--- src/rtl/ahb_dec_mux.sv ---
// ---------------------------------------------------------------------------
// ahb_dec_mux
//   AHB-Lite address decoder and response multiplexer for a single master.
//   Decodes haddr against per-slave base/mask pairs (lowest index wins),
//   remembers the selected slave for the data phase and routes that slave's
//   hrdata/hreadyout/hresp back to the master. Unmapped accesses go to a
//   built-in default slave (DS) that answers NONSEQ/SEQ with the two-cycle
//   ERROR response and counts/logs each decode error.
//
// Ports
//   hclk, hreset            clock, synchronous active-high reset
//   haddr_base/haddr_mask   per-slave decode window (mask bit 1 = compared)
//   haddr, htrans           master address-phase signals
//   hsel                    one-hot slave select (all-zero when unmapped)
//   hrdata_s/hreadyout_s/hresp_s  per-slave data-phase responses
//   hrdata, hready, hresp   muxed response to the master (hready also fans
//                           out to every slave's hready input)
//   err_cnt, err_addr       saturating decode-error count, last error haddr
//   ds_state                default-slave FSM state (debug observation)
//
// Handshake: an address phase is accepted on a rising edge where hready = 1;
// while hready = 0 the master holds its address phase and nothing here moves
// except the DS FSM stepping out of ERR1.
// ---------------------------------------------------------------------------
module ahb_dec_mux #(
  parameter int slv_c = 4,
  parameter int cnt_w = 16
) (
  input  logic                        hclk,
  input  logic                        hreset,
  input  logic [slv_c-1:0][31:0]      haddr_base,
  input  logic [slv_c-1:0][31:0]      haddr_mask,
  input  logic [31:0]                 haddr,
  input  logic [1:0]                  htrans,
  output logic [slv_c-1:0]            hsel,
  input  logic [slv_c-1:0][31:0]      hrdata_s,
  input  logic [slv_c-1:0]            hreadyout_s,
  input  logic [slv_c-1:0]            hresp_s,
  output logic [31:0]                 hrdata,
  output logic                        hready,
  output logic                        hresp,
  output logic [cnt_w-1:0]            err_cnt,
  output logic [31:0]                 err_addr,
  output logic [1:0]                  ds_state
);

  localparam int IW = (slv_c > 1) ? $clog2(slv_c) : 1;

  localparam logic [1:0] DS_IDLE = 2'd0;
  localparam logic [1:0] DS_ERR1 = 2'd1;
  localparam logic [1:0] DS_ERR2 = 2'd2;

  logic          hit;
  logic [IW-1:0] sel_idx;
  logic          ds_err;

  logic          dsel_ds_q, dsel_ds_d;
  logic [IW-1:0] dsel_q, dsel_d;
  logic [1:0]    state_q, state_d;
  logic [cnt_w-1:0] err_cnt_q, err_cnt_d;
  logic [31:0]   err_addr_q, err_addr_d;

  // Only htrans[1] distinguishes NONSEQ/SEQ from IDLE/BUSY for the DS.
  logic unused_htrans0;
  assign unused_htrans0 = htrans[0];

  // Scan from the top index down so the lowest matching index is the one
  // left in sel_idx.
  always_comb begin
    hit     = 1'b0;
    sel_idx = '0;
    for (int i = slv_c - 1; i >= 0; i--) begin
      if ((haddr & haddr_mask[i]) == (haddr_base[i] & haddr_mask[i])) begin
        hit     = 1'b1;
        sel_idx = IW'(i);
      end
    end
  end

  always_comb begin
    hsel = '0;
    if (hit) hsel[sel_idx] = 1'b1;
  end

  // An accepted NONSEQ/SEQ with no matching slave.
  assign ds_err = hready & ~hit & htrans[1];

  // Data-phase select follows the decode only when the address is accepted.
  always_comb begin
    dsel_ds_d = dsel_ds_q;
    dsel_d    = dsel_q;
    if (hready) begin
      dsel_ds_d = ~hit;
      dsel_d    = sel_idx;
    end
  end

  always_comb begin
    state_d = DS_IDLE;
    case (state_q)
      DS_IDLE: state_d = ds_err ? DS_ERR1 : DS_IDLE;
      DS_ERR1: state_d = DS_ERR2;
      DS_ERR2: state_d = ds_err ? DS_ERR1 : DS_IDLE;
      default: state_d = DS_IDLE;
    endcase
  end

  always_comb begin
    err_cnt_d  = err_cnt_q;
    err_addr_d = err_addr_q;
    if (ds_err) begin
      err_addr_d = haddr;
      if (err_cnt_q != '1) err_cnt_d = err_cnt_q + cnt_w'(1);
    end
  end

  always_ff @(posedge hclk) begin
    if (hreset) begin
      dsel_ds_q  <= 1'b1;
      dsel_q     <= '0;
      state_q    <= DS_IDLE;
      err_cnt_q  <= '0;
      err_addr_q <= '0;
    end else begin
      dsel_ds_q  <= dsel_ds_d;
      dsel_q     <= dsel_d;
      state_q    <= state_d;
      err_cnt_q  <= err_cnt_d;
      err_addr_q <= err_addr_d;
    end
  end

  // Response mux. The DS is ready except in ERR1 and flags ERROR in both
  // ERR1 and ERR2.
  always_comb begin
    if (dsel_ds_q) begin
      hrdata = '0;
      hready = (state_q != DS_ERR1);
      hresp  = (state_q != DS_IDLE);
    end else begin
      hrdata = hrdata_s[dsel_q];
      hready = hreadyout_s[dsel_q];
      hresp  = hresp_s[dsel_q];
    end
  end

  assign err_cnt  = err_cnt_q;
  assign err_addr = err_addr_q;
  assign ds_state = state_q;

endmodule

--- config.mk ---
export PLATFORM = sky130hd
export DESIGN_NAME = ahb_dec_mux
export DESIGN_NICKNAME = d
export VERILOG_FILES = /design/src/rtl/ahb_dec_mux.sv
export SDC_FILE = /design/constraint.sdc
export NUM_CORES = 1
export LEC_CHECK = 0
export CELL_PAD_IN_SITES_DETAIL_PLACEMENT = 0
export CELL_PAD_IN_SITES_GLOBAL_PLACEMENT = 1
export CORE_AREA = 5 5 195 197
export CTS_CLUSTER_DIAMETER = 120
export DETAILED_ROUTE_END_ITERATION = 6
export DIE_AREA = 0 0 200 202
export HOLD_SLACK_MARGIN = 0.1
export PLACE_DENSITY = 0.64
export SLEW_MARGIN = 20
export SYNTH_ARGS = -nofsm -noshare
export SYNTH_HDL_FRONTEND = slang
export SYNTH_SLANG_ARGS = --single-unit
--- constraint.sdc ---
create_clock -name hclk -period 2.7 [get_ports hclk]
set_input_delay 0.54 -clock hclk [delete_from_list [all_inputs] [get_ports hclk]]
set_output_delay 0.54 -clock hclk [all_outputs]
set_load 0.05 [all_outputs]
== Word level (Yosys, flattened, before mapping) ==
Cells that the tools add are included.

* Input bits: 428
* Word-level logic and storage cells: 55
* Output and inout port bits: 88
* Register bits after elaboration: 53

* Eq/ne operators: 8
* Reductions and logical operators: 5
* Multiplexer cells: 22
* Bitwise operators: 11
* Order comparisons: 3
* Add/subtract/negate cells: 1

{| class="wikitable"
|+ Operators with widths
! cell !! number
|-
| AND 32 bit || 8
|-
| equality test 32 bit || 4
|-
| binary-select mux 32 bit (select 2 bit) || 1
|-
| 2-to-1 mux 32 bit || 2
|-
| adder 16 x 1 -> 16 bit, second input constant || 1
|-
| inequality test 16 bit, second input constant || 1
|-
| 2-to-1 mux 1 bit || 10
|-
| 2-to-1 mux 2 bit || 4
|-
| < comparator 2 x 3 -> 1 bit, second input constant || 2
|-
| binary-select mux 1 bit (select 2 bit) || 2
|-
| 2-to-1 mux 4 bit || 1
|-
| case mux 2 bit (2 select lines) || 1
|-
| AND 1 bit || 2
|-
| demux 1 bit (select 2 bit) || 1
|-
| equality test 2 x 1 -> 1 bit, second input constant || 1
|-
| equality test 2 bit, second input constant || 1
|-
| >= comparator 2 x 1 -> 1 bit, second input constant || 1
|-
| zero test 2 bit || 1
|-
| inequality test 2 x 1 -> 1 bit, second input constant || 1
|-
| AND reduction 2 bit || 1
|-
| nonzero test 2 bit || 1
|-
| OR reduction 2 bit || 1
|-
| logical AND 1 bit || 1
|-
| NOT 1 bit || 1
|}

== Logic depth before layout (Yosys ltp) ==
Gate-level depths: netlist (run 1).

* Depth in word-level cells: 11
* Mapped depth: 10
* Mapped depth without buffers: 7

== Worst setup path before layout (run 1) ==
OpenSTA, ideal clock, no wires.

* Path type: in2out
* Start point: in haddr[4]
* End point: out hsel[3]
* Path slack: -0.368 ns
* Path buffers: 1
* Cell stages on the path: 7
* Data required time: 2.160 ns
* Data arrival time: 2.528 ns
* Path through: clkbuf_1 -> xor2_1 -> a22oi_1 -> nand4_1 -> nor4_2 -> nor3b_1 -> nor2b_1

* Longest elaborated chain between the ends: 11
* Elaborated cells on any way between the ends: 22
* Those cells by class: 2 x order compare; 4 x eq/ne; 11 x mux; 4 x bitwise; 1 x reduce/logical

{| class="wikitable"
|+ RTL lines
! element !! line !! source
|-
| start, declared || 33 || <nowiki>input logic [31:0] haddr,</nowiki>
|-
| AND 32 bit || 73 || <nowiki>if ((haddr & haddr_mask[i]) == (haddr_base[i] & haddr_mask[i])) begin</nowiki>
|-
| equality test 32 bit || 73 ||
|-
| 2-to-1 mux 2 bit (4 in a row) || 73 ||
|-
| < comparator 2 x 3 -> 1 bit (not written as such) or >= comparator 2 x 1 -> 1 bit (tied branches) || 82 || <nowiki>if (hit) hsel[sel_idx] = 1'b1;</nowiki>
|-
| logical AND 1 bit (not written as such) || 82 ||
|-
| 2-to-1 mux 1 bit (not written as such) || 82 ||
|-
| demux 1 bit (select 2 bit) || 82 ||
|-
| 2-to-1 mux 4 bit (*) || 82 ||
|-
| end, declared || 35 || <nowiki>output logic [slv_c-1:0] hsel,</nowiki>
|}

Mark *: on every way between the ends. The rest lies on a longest branch, timed or not.

== Worst setup path after layout (run 1) ==
* Start point: in haddr[14]
* End point: out hsel[3]

The elaborated chain is that of the path after synthesis.

==> flow_metrics.py, run 1 <==
metrics = {
    "power_and_ir_drop": {
        "p_sw_uw": 1290,
        "pwr-share-clk_pct": 23.1,
        "power_uw": 3610,
        "powerDensity_nw_per_um2": 281,
        "leakagePower_uw": 0.00555,
        "sw_frac_of_total_pct": 35.7,
        "power_frac_comb_pct": 53.3,
        "intPower_uw": 2320,
        "power_frac_seq_pct": 23.6,
        "ir_worst_vdd_v": 0.000239,
    },
    "synthesis": {
        "ys.flop_type": "dfxtp_1",
        "yosysWarnings": 0,
        "ys_seq_elements": 53,
        "synth-xor-area-share_pct": 20.2,
        "synth-adder-area-share_pct": 0.226,
        "synthCells": 606,
        "synth-compound-area-share_pct": 11.4,
        "async_flop_share_pct": 0,
        "postSynthAreaPerCell_um2": 9.15,
        "synthMuxAreaShare_pct": 21.0,
        "synth-edff-count": 0,
        "synthSimpleGateAreaFrac_pct": 21.9,
        "synth_largest_area_cell": "xor2_1",
        "synth_area_leaders": "xor2_1 (20%), dfxtp_1 (19%), mux4_2 (14%)",
        "synth-seq-area-share_pct": 19.1,
        "syn_area_um2": 5550,
        "synth_top_family_by_area": "simple AND/OR/NAND/NOR gates",
        "synth.distinct_cells": 40,
        "synth.top_cell.area_share_pct": 20.2,
        "synth_nets": 1035,
    },
    "sta": {
        "max_freq_mhz": 347,
        "max_slew.worst_pin.slew_ns": 0.686,
        "fin_ws_ns": -0.180,
        "period_share_pct": 107,
        "finalSetupViolCount": 4,
        "fin_setup_tns_ns": -0.437,
        "grt_setup_unrepaired": "yes",
        "whs_ns": 0.478,
        "slew_viol_final": 0,
        "clock_skew_ns": 0.0211,
        "period_minus_slack_ns": 2.88,
        "slew_headroom_pct": 54.3,
        "hold_viol": 0,
    },
    "layout": {
        "layout.nets": 1609,
        "final_core_util_pct": 35.7,
        "drive_above_1_share_pct": 29.9,
        "syn_to_final_growth_pct": 132,
        "fillers": 3754,
    },
    "grt": {
        "antenna_found_initial": 27,
        "grt_use_total_pct": 18.1,
        "grt_max_degree": 61,
        "grt_pass1_wl_um": 53000,
        "grt_overflow_total": 0,
        "grt_pass1_vias": 7748,
    },
    "clock_tree": {
        "cts_tree": "built",
        "clk_latency_ns": 0.32,
        "clock-root-buffer": "clkbuf_16",
        "clockBufferDepth": 2,
        "cts_buffers": 5,
        "ctsHoldBuffers": 0,
        "clock-sinks": 53,
        "ctsHtreeMaxLevel": 2,
        "clk_pin_slew_ns": 0.07,
    },
    "status": {
        "outcome": "complete, but fails checks",
        "violations": "negative setup slack",
    },
    "critical_path": {
        "cp_max_fo": 3,
        "cp_cell_sequence": "buf_2, buf_4, xor2_1, a22oi_1, nand4_1, buf_6, nor4_4, buf_4, nor3b_4, nor2b_4, buf_12",
        "crit_top_cell": "buf_4",
        "cp_slowest_cell": "nor4_4",
        "crit_arrival_ns": 2.34,
        "cp-end-kind": "primary output",
        "cpPeakStageDelay_ns": 0.27,
        "cp.required_ns": 2.16,
        "start_kind": "input pin",
        "reg2reg_depth": 9,
        "critical_path_class": "input pin to primary output",
    },
    "worst_hold_path": {
        "hold_class": "register to register",
        "min_path_cells": 2,
    },
    "floorplanning": {
        "die-area_um2": 40400,
        "start_util_pct": 15.4,
        "dieHeight_um": 202,
        "pin_count": 516,
        "die_w_um": 200,
        "rows": 70,
        "core_um2": 36100,
    },
    "routing": {
        "via_per_inst": 4.23,
        "wire_per_inst_um": 23.8,
        "antenna_left": 0,
        "first_pass_iters": 4,
        "drc": 0,
        "drtIter0Drc": 289,
        "via_count": 7033,
        "wirelength_um": 39500,
    },
    "placed_design": {
        "dp_hpwl_um": 34300,
        "place_congestion": 0.882,
        "portBuffers": 514,
    },
    "job": {
        "drv_cap": 0,
    },
}
power groups by stage:
stage                     Combinational, µW  Sequential (µW)  Clock (µW)
final                                  1920              853         833
after global routing                   2030              860         888
after CTS                              1920              854         873
after detailed placement               1860              872           0
after global placement                 1850              871           0
after floorplan                         613             1010           0
metrics by stage:
step	cell area, µm²	setup slack [ns]	instances
floorplan	5680	-0.133	606
global placement	11800	-1.02	1622
detailed placement	11800	-1.06	1622
CTS	12500	-0.207	1650
global route	12900	-0.259	1658
finish	12900	-0.180	1662
placed cells by master, fill, tap and decap left out, types with 32 or more instances in the layout:
cell type / synthesis / routed
mux2i_1: 32 / 32
clkdlybuf4s50_1: 0 / 287
nor2b_1: 41 / 39
dfxtp_1: 53 / 51
a22oi_2: 1 / 37
buf_6: 8 / 34
dlygate4sd2_1: 0 / 75
buf_4: 0 / 112
dlymetal6s2s_1: 0 / 59
xor2_2: 0 / 38
nand2b_1: 67 / 67
mux4_2: 34 / 34
xor2_1: 128 / 85
flip-flops by register name, indices dropped and copies added (netlist names):
signal and flops:
dsel_ds_q 1, err_addr 32, err_cnt 16, ds_state 2, dsel_q 2
critical path, delay by kind of cell:
family	cells	cell delay, ns
simple gates	4	0.65
xor+xnor	1	0.16
compound gates	1	0.19
buf+inv	5	0.78
layer usage:
metal | GRT usage [%] | share of wire [%] | vias to the layer above
li1 | - | - | 3292
met3 | 6.12 | 9.6 | 56
met5 | 0 | 0.26 | -
met4 | 5.53 | 2.5 | 14
met2 | 35.7 | 55 | 372
met1 | 17.4 | 33 | 3299
kinds of logic (layout without fill, tap and decap cells):
group,after synthesis,after routing
adder cells (fa/ha/maj),1,1
multiplexers,73,73
buffers and inverters,68,643
other,0,13
XOR/XNOR,128,128
flip-flops,53,53
AO/OA/AOI/OAI,86,86
AND/OR/NAND/NOR,197,197
synthesized netlist by cell type, types with 2 or more instances:
| library cell | number |
|---|---|
| mux2i_1 | 32 |
| nand2_1 | 6 |
| nand4_1 | 23 |
| buf_6 | 8 |
| inv_1 | 6 |
| mux4_2 | 34 |
| a22oi_1 | 63 |
| nor4_1 | 2 |
| o21ai_0 | 2 |
| dfxtp_1 | 53 |
| nand3b_1 | 3 |
| a21oi_1 | 8 |
| buf_1 | 4 |
| nor3_1 | 5 |
| mux2_2 | 6 |
| clkbuf_1 | 33 |
| xor2_1 | 128 |
| nand2b_1 | 67 |
| nor3b_1 | 3 |
| nor4_2 | 3 |
| and2_1 | 3 |
| and3_1 | 12 |
| and4_1 | 2 |
| nand3_1 | 7 |
| a31o_2 | 6 |
| a31oi_1 | 2 |
| buf_2 | 17 |
| nor2b_1 | 41 |
| nor2_1 | 16 |
final cells by class:
class                           instances  area, µm²  area share (%)
Antenna cell                           13       32.5           0.253
Clock inverter                          3       47.5           0.369
Clock buffer                            5        125           0.972
Tap cell                              468        586            4.55
Timing Repair Buffer                  629       6150            47.8
Inverter                                6       22.5           0.175
Sequential cell                        53       1060            8.26
Multi-Input combinational cell        485       4840            37.6
worst paths after layout:
check	from	to	slack, ns
setup reg to reg	err_cnt[3]	err_cnt[10]	0.44
hold / removal	err_addr[23]	err_addr[23]	0.48
hold reg to reg	err_addr[23]	err_addr[23]	0.48
setup / recovery	haddr[14]	hsel[3]	-0.18
repair_timing:
action / CTS / global route
setup endpoints to repair: 56 / 53
buffers inserted: 22 / 6
gates resized for setup: 329 / 145
cloned: 1 / 4
pin swaps: 92 / 78
No activity file was read; power rests on OpenSTA's default activity.
==> run 2, diff against run 1 <==
--- a/config.mk
+++ b/config.mk
@@ -8,7 +8,7 @@
 export CELL_PAD_IN_SITES_DETAIL_PLACEMENT = 0
 export CELL_PAD_IN_SITES_GLOBAL_PLACEMENT = 1
 export CORE_AREA = 5 5 195 197
-export CTS_CLUSTER_DIAMETER = 120
+export CTS_CLUSTER_DIAMETER = 200
 export DETAILED_ROUTE_END_ITERATION = 6
 export DIE_AREA = 0 0 200 202
 export HOLD_SLACK_MARGIN = 0.1
==> results of run 2 <==
The final DEF is identical to that of run 1; final timing and power are the same.
